**config.mk**
```make
export PLATFORM = sky130hd
export DESIGN_NAME = div_sched_flat
export DESIGN_NICKNAME = d
export VERILOG_FILES = /design/src/rtl/div_sched_if.sv /design/src/rtl/div_sched.sv /design/src/flat_wrapper.sv
export SDC_FILE = /design/constraint.sdc
export NUM_CORES = 1
export LEC_CHECK = 0
export ABC_AREA = 1
export ABC_CLOCK_PERIOD_IN_PS = 1900
export CAP_MARGIN = 20
export CORE_AREA = 3 3 58 60
export DETAILED_ROUTE_END_ITERATION = 10
export DIE_AREA = 0 0 61 63
export PLACE_DENSITY = 0.79
export SLEW_MARGIN = 30
export SYNTH_ARGS = -nofsm -noshare
export SYNTH_HDL_FRONTEND = slang
export SYNTH_SLANG_ARGS = --single-unit
```
**constraint.sdc**
```tcl
create_clock -name clk -period 1.9 [get_ports clk]
set_input_delay 0.38 -clock clk [delete_from_list [all_inputs] [get_ports clk]]
set_output_delay 0.38 -clock clk [all_outputs]
set_load 0.005 [all_outputs]
```
**src/rtl/div_sched_if.sv**
```systemverilog
`default_nettype none
// ============================================================================
//  Module   : div_sched_if
//  Purpose  : Bundle of request/grant and divider-control signals between
//             client logic, the div_sched scheduler and the shared divider.
//  Ports    : req[1:0], ratio0/1, len0/1, div_tick   -> into scheduler
//             gnt[1:0], done[1:0], aborted, busy,
//             div_en, div_sel, div_clr               <- from scheduler
//  Revision : 1.0  initial release
// ============================================================================
interface div_sched_if #(
    parameter int CNT_W = 8
) ();
    logic [1:0]       req;
    logic             ratio0;
    logic             ratio1;
    logic [CNT_W-1:0] len0;
    logic [CNT_W-1:0] len1;
    logic             div_tick;
    logic [1:0]       gnt;
    logic [1:0]       done;
    logic             aborted;
    logic             busy;
    logic             div_en;
    logic             div_sel;
    logic             div_clr;

    // Scheduler side
    modport slave (
        input  req, ratio0, ratio1, len0, len1, div_tick,
        output gnt, done, aborted, busy, div_en, div_sel, div_clr
    );

    // Client / divider side
    modport master (
        output req, ratio0, ratio1, len0, len1, div_tick,
        input  gnt, done, aborted, busy, div_en, div_sel, div_clr
    );
endinterface
`default_nettype wire

```
**src/rtl/div_sched.sv**
```systemverilog
`default_nettype none
// ============================================================================
//  Module   : div_sched
//  Purpose  : Round-robin scheduler sharing one divide-by-3/6 counter between
//             two requesters. Grants a run, clears and configures the divider,
//             enables it, counts returned ticks and reports completion.
//  Ports    : clk  - system clock, rising edge
//             rst  - asynchronous reset, active low
//             bus  - div_sched_if.slave (requests, lengths, ratios, divider
//                    tick in; grant, done, aborted, busy, divider controls out)
//  Revision : 1.0  initial release
// ============================================================================
module div_sched #(
    parameter int CNT_W = 8
) (
    input  wire logic    clk,
    input  wire logic    rst,
    div_sched_if.slave   bus
);

    typedef enum logic [1:0] {
        IDLE = 2'd0,
        CLR  = 2'd1,
        RUN  = 2'd2,
        DONE = 2'd3
    } state_t;

    state_t           r_state,     w_state_nxt;
    logic             r_owner,     w_owner_nxt;
    logic             r_ratio,     w_ratio_nxt;
    logic             r_rr_last,   w_rr_last_nxt;
    logic             r_aborted,   w_aborted_nxt;
    logic [CNT_W-1:0] r_remaining, w_remaining_nxt;

    logic             w_win;
    logic             w_win_ratio;
    logic [CNT_W-1:0] w_win_len;

    // Arbitration: a lone request wins outright; on a tie the requester that
    // did not own the divider last time wins.
    always_comb begin
        w_win       = (bus.req == 2'b11) ? ~r_rr_last : bus.req[1];
        w_win_ratio = w_win ? bus.ratio1 : bus.ratio0;
        w_win_len   = w_win ? bus.len1   : bus.len0;
    end

    always_ff @(posedge clk or negedge rst) begin
        if (!rst) begin
            r_state     <= IDLE;
            r_owner     <= 1'b0;
            r_ratio     <= 1'b0;
            r_rr_last   <= 1'b1;
            r_aborted   <= 1'b0;
            r_remaining <= '0;
        end else begin
            r_state     <= w_state_nxt;
            r_owner     <= w_owner_nxt;
            r_ratio     <= w_ratio_nxt;
            r_rr_last   <= w_rr_last_nxt;
            r_aborted   <= w_aborted_nxt;
            r_remaining <= w_remaining_nxt;
        end
    end

    always_comb begin
        w_state_nxt     = r_state;
        w_owner_nxt     = r_owner;
        w_ratio_nxt     = r_ratio;
        w_rr_last_nxt   = r_rr_last;
        w_aborted_nxt   = 1'b0;
        w_remaining_nxt = r_remaining;

        unique case (r_state)
            IDLE: begin
                if (bus.req != 2'b00) begin
                    w_owner_nxt     = w_win;
                    w_ratio_nxt     = w_win_ratio;
                    w_remaining_nxt = w_win_len;
                    // A zero-length run completes without touching the divider.
                    w_state_nxt     = (w_win_len == '0) ? DONE : CLR;
                end
            end
            CLR: begin
                w_state_nxt = RUN;
            end
            RUN: begin
                // Owner withdrawal wins over a coincident final tick.
                if (!bus.req[r_owner]) begin
                    w_state_nxt   = IDLE;
                    w_aborted_nxt = 1'b1;
                    w_rr_last_nxt = r_owner;
                end else if (bus.div_tick) begin
                    if (r_remaining <= CNT_W'(1)) begin
                        w_state_nxt     = DONE;
                        w_remaining_nxt = '0;
                    end else begin
                        w_remaining_nxt = r_remaining - CNT_W'(1);
                    end
                end
            end
            DONE: begin
                w_rr_last_nxt = r_owner;
                w_state_nxt   = IDLE;
            end
            default: begin
                w_state_nxt = IDLE;
            end
        endcase
    end

    // Moore outputs: decoded only from registered state.
    always_comb begin
        bus.gnt     = 2'b00;
        bus.done    = 2'b00;
        bus.aborted = r_aborted;
        bus.busy    = (r_state != IDLE);
        bus.div_en  = (r_state == RUN);
        bus.div_clr = (r_state == CLR);
        bus.div_sel = 1'b0;
        if (r_state == CLR) begin
            bus.gnt = r_owner ? 2'b10 : 2'b01;
        end
        if (r_state == DONE) begin
            bus.done = r_owner ? 2'b10 : 2'b01;
        end
        if ((r_state == CLR) || (r_state == RUN)) begin
            bus.div_sel = r_ratio;
        end
    end

endmodule
`default_nettype wire

```
**src/flat_wrapper.sv**
```systemverilog
// flat-port wrapper written by rule: the top's interface ports become plain ports
module div_sched_flat 
#(
    parameter int CNT_W = 8
)
  (clk, rst, bus_req, bus_ratio0, bus_ratio1, bus_len0, bus_len1, bus_div_tick, bus_gnt, bus_done, bus_aborted, bus_busy, bus_div_en, bus_div_sel, bus_div_clr);
  div_sched_if #(.CNT_W(CNT_W)) bus_i ();
  input  wire logic clk;
  input  wire logic rst;
  input wire logic [$bits(bus_i.req)-1:0] bus_req;
  input wire logic [$bits(bus_i.ratio0)-1:0] bus_ratio0;
  input wire logic [$bits(bus_i.ratio1)-1:0] bus_ratio1;
  input wire logic [$bits(bus_i.len0)-1:0] bus_len0;
  input wire logic [$bits(bus_i.len1)-1:0] bus_len1;
  input wire logic [$bits(bus_i.div_tick)-1:0] bus_div_tick;
  output wire logic [$bits(bus_i.gnt)-1:0] bus_gnt;
  output wire logic [$bits(bus_i.done)-1:0] bus_done;
  output wire logic [$bits(bus_i.aborted)-1:0] bus_aborted;
  output wire logic [$bits(bus_i.busy)-1:0] bus_busy;
  output wire logic [$bits(bus_i.div_en)-1:0] bus_div_en;
  output wire logic [$bits(bus_i.div_sel)-1:0] bus_div_sel;
  output wire logic [$bits(bus_i.div_clr)-1:0] bus_div_clr;
  assign bus_i.req = bus_req;
  assign bus_i.ratio0 = bus_ratio0;
  assign bus_i.ratio1 = bus_ratio1;
  assign bus_i.len0 = bus_len0;
  assign bus_i.len1 = bus_len1;
  assign bus_i.div_tick = bus_div_tick;
  assign bus_gnt = bus_i.gnt;
  assign bus_done = bus_i.done;
  assign bus_aborted = bus_i.aborted;
  assign bus_busy = bus_i.busy;
  assign bus_div_en = bus_i.div_en;
  assign bus_div_sel = bus_i.div_sel;
  assign bus_div_clr = bus_i.div_clr;
  div_sched #(.CNT_W(CNT_W)) u_core (.clk(clk), .rst(rst), .bus(bus_i));
endmodule
```
==> impl_metrics.py <==
metrics = {
    "final_layout": {
        "syn_to_final_growth_pct": 39.75,
        "fin_nets": 259,
        "regArea_um2": 351.6,
        "nFillCells": 277,
        "multi_input_area_um2": 701.9,
        "fin_util_pct": 55.55,
        "n_antenna_cell": 0,
        "drive_gt1_share_pct": 13.97,
    },
    "route": {
        "avgViaCountPerCell": 4.695,
        "vias": 1230,
        "drt-pass1-iter-count": 4,
        "finalWirelength_um": 2917,
        "drt-initial-drc-count": 38,
        "postRouteAntennaNets": 0,
        "wire_per_inst_um": 11.13,
        "drc": 0,
    },
    "power": {
        "power_density_mw_per_mm2": 1397,
        "power_mw": 2.311,
        "leakagePower_nw": 0.9059,
        "ir_drop_uv": 674.6,
    },
    "worst_setup_path": {
        "critPathTopFamily": "buffers and inverters",
        "worstSetupPathType": "reg -> out",
        "path_max_fanout": 3,
        "path_buf_inv": 3,
        "endpoint_kind": "primary output",
        "crit_required_ns": 1.52,
        "slowest_delay_ns": 0.42,
        "path_cells": "buf_6, buf_4, ha_1, dlygate4sd2_1",
        "crit_slowest_cell": "dfrtp_1",
        "worst_ep_arrival_time_ns": 1.43,
        "cp-start-kind": "flip-flop",
    },
    "logic_synthesis": {
        "synthesis.area_mm2": 0.001184,
        "ys_ff_latch": 14,
        "synth.distinct_cells": 24,
        "postSynthCellCount": 187,
        "syn-num-nets": 216,
        "syn_avg_cell_area_um2": 6.330,
        "synth_seq_area_share_pct": 29.70,
        "yosysWarnings": 0,
    },
    "placed_design": {
        "io_buffers": 31,
        "place_hpwl_um": 2312,
        "place_congestion": 0.8061,
        "pre_cts_ws_ns": -0.008185,
    },
    "sta": {
        "fin_crit_sh_pct": 95.49,
        "rsz0062_at_grt": "no",
        "setup_viol": 0,
        "hold_viol_final": 0,
        "max_freq_mhz": 551.2,
        "slew_violations": 0,
        "period_needed_ns": 1.814,
        "tns_ns": 0,
        "fin_worst_skew_ns": 0.01142,
        "worst_pin_slew_ns": 0.2694,
        "max_slew_margin_pct": 81.91,
        "setup_slack_ns": 0.08564,
        "whs_ns": 0.3984,
    },
    "flow_run": {
        "maxCapViolations": 0,
    },
    "clock_tree": {
        "cts_tree": "done",
        "ctsHtreeMaxLevel": 1,
        "cts_hold_buf": 0,
        "cts_sinks": 14,
        "clk_latency_ns": 0.28,
        "clkTransAtPathRegs_ns": 0.09,
        "clock-root-buffer": "clkbuf_4",
        "clk_path_buf_depth": 2,
        "numCtsBuffers": 3,
    },
    "hold_path": {
        "hold_path.class": "in -> async",
    },
    "grt": {
        "grt_pass1_vias": 1222,
        "grt_overflow": 0,
        "grt_max_degree": 15,
        "grt_pass1_wl_um": 5106,
        "grt_usage_pct": 16.98,
        "antenna_found_initial": 0,
    },
    "floorplanning": {
        "coreArea_mm2": 0.002978,
        "die_area_mm2": 0.003843,
        "fp.dieW_um": 61,
        "row_count": 20,
        "ios": 32,
        "die_h_um": 63,
        "initial_core_util_pct": 39.75,
    },
    "run_status": {
        "status": "complete, no violations",
    },
}
## where the power goes
group | leakage, nW | total [mW] | internal [mW] | switching, mW
clock | 0.0210 | 0.213 | 0.116 | 0.0968
sequential | 0.166 | 0.585 | 0.459 | 0.126
combinational | 0.719 | 1.51 | 0.667 | 0.847
total | 0.906 | 2.31 | 1.24 | 1.07
## stage by stage
stage	instance area [um^2]	instances
after floorplan	1184	187
after global placement	1550	254
after detailed placement	1550	254
after CTS	1640	262
after global routing	1654	262
final	1654	262
## cells in the final DEF, fill, tap and decap left out, types with 4 or more instances in the layout
master	count
dfrtp_1	13
nand3b_1	7
nand3_1	9
a21oi_1	4
nor2_1	28
o22ai_1	4
o21ai_2	4
o21ai_0	7
clkdlybuf4s50_1	24
nand2_1	59
inv_2	6
dlymetal6s2s_1	4
buf_4	10
inv_1	26
## area by class of cell
cell class              count  share of cell area, %
inverters                  32                  7.262
repair buffers             42                  24.36
clock buffers               4                  2.194
multi-input cells         137                  42.44
flip-flops and latches     14                  21.26
well taps                  33                  2.496
## sequential cells by signal, indices dropped and copies added, names as in the netlist
signal              cells
u_core.r_remaining      8
u_core.r_state          2
u_core.bus.aborted      1
u_core.r_owner          1
u_core.r_ratio          1
u_core.r_rr_last        1
## cell families after synthesis
group	share of synthesized area (%)
and+or+nand+nor	38.16
DFF	29.70
xor gates and xnor gates	0.7401
AOI/OAI and AO/OA	11.73
buffers and inverters	13.32
adders and majority gates	6.342
## layer usage
layer | vias to the layer above | routed length (um) | global-route usage [%]
li1 | 665 | - | -
met1 | 537 | 1325 | 21.50
met2 | 26 | 1474 | 28.88
met3 | 2 | 101 | 2.479
met4 | 0 | 16 | 5.149
met5 | - | 0 | 0
## cell usage after synthesis
library cell  number  area, um^2
xnor2_1            1       8.760
o22ai_1            4       25.02
a21oi_1            4       20.02
nor2_1            28       105.1
o21ai_2            4       35.03
nand3_1            9       45.04
nand2_2            1       6.260
dfrtp_1           13       325.3
clkbuf_4           1       7.510
o21ai_0            7       35.03
buf_4              1       7.510
inv_1             27       101.4
nor3_2             1       10.01
ha_1               6       75.07
nor3_1             1       5.000
nor2_2             1       6.260
inv_2              5       18.77
nand2_1           59       221.5
o21ai_1            2       10.01
buf_6              2       22.52
a31oi_1            1       6.260
a21boi_0           1       7.510
nand3b_1           7       52.55
dfstp_2            1       26.28
## worst paths after layout
check	start	endpoint	slack, ns	cells past startpoint
min in group clk	u_core.r_rr_last	u_core.r_rr_last	0.53	2
worst min-delay path	rst	u_core.r_remaining[2]	0.40	2
max in group asynchronous	rst	u_core.r_rr_last	1.25	2
worst min register to register	u_core.r_rr_last	u_core.r_rr_last	0.53	2
worst max-delay path	u_core.r_state[1]	bus_div_en	0.09	4
worst max register to register	u_core.r_state[1]	u_core.r_remaining[4]	0.16	10
## repair_timing
item                       in CTS  in global routing
setup endpoints to repair       7                  4
setup buffers                   4                  0
pin swaps                       0                  0
hold endpoints to repair        0                  0
resized for setup               9                  5
Note: power is estimated with default switching activity, not from simulation.
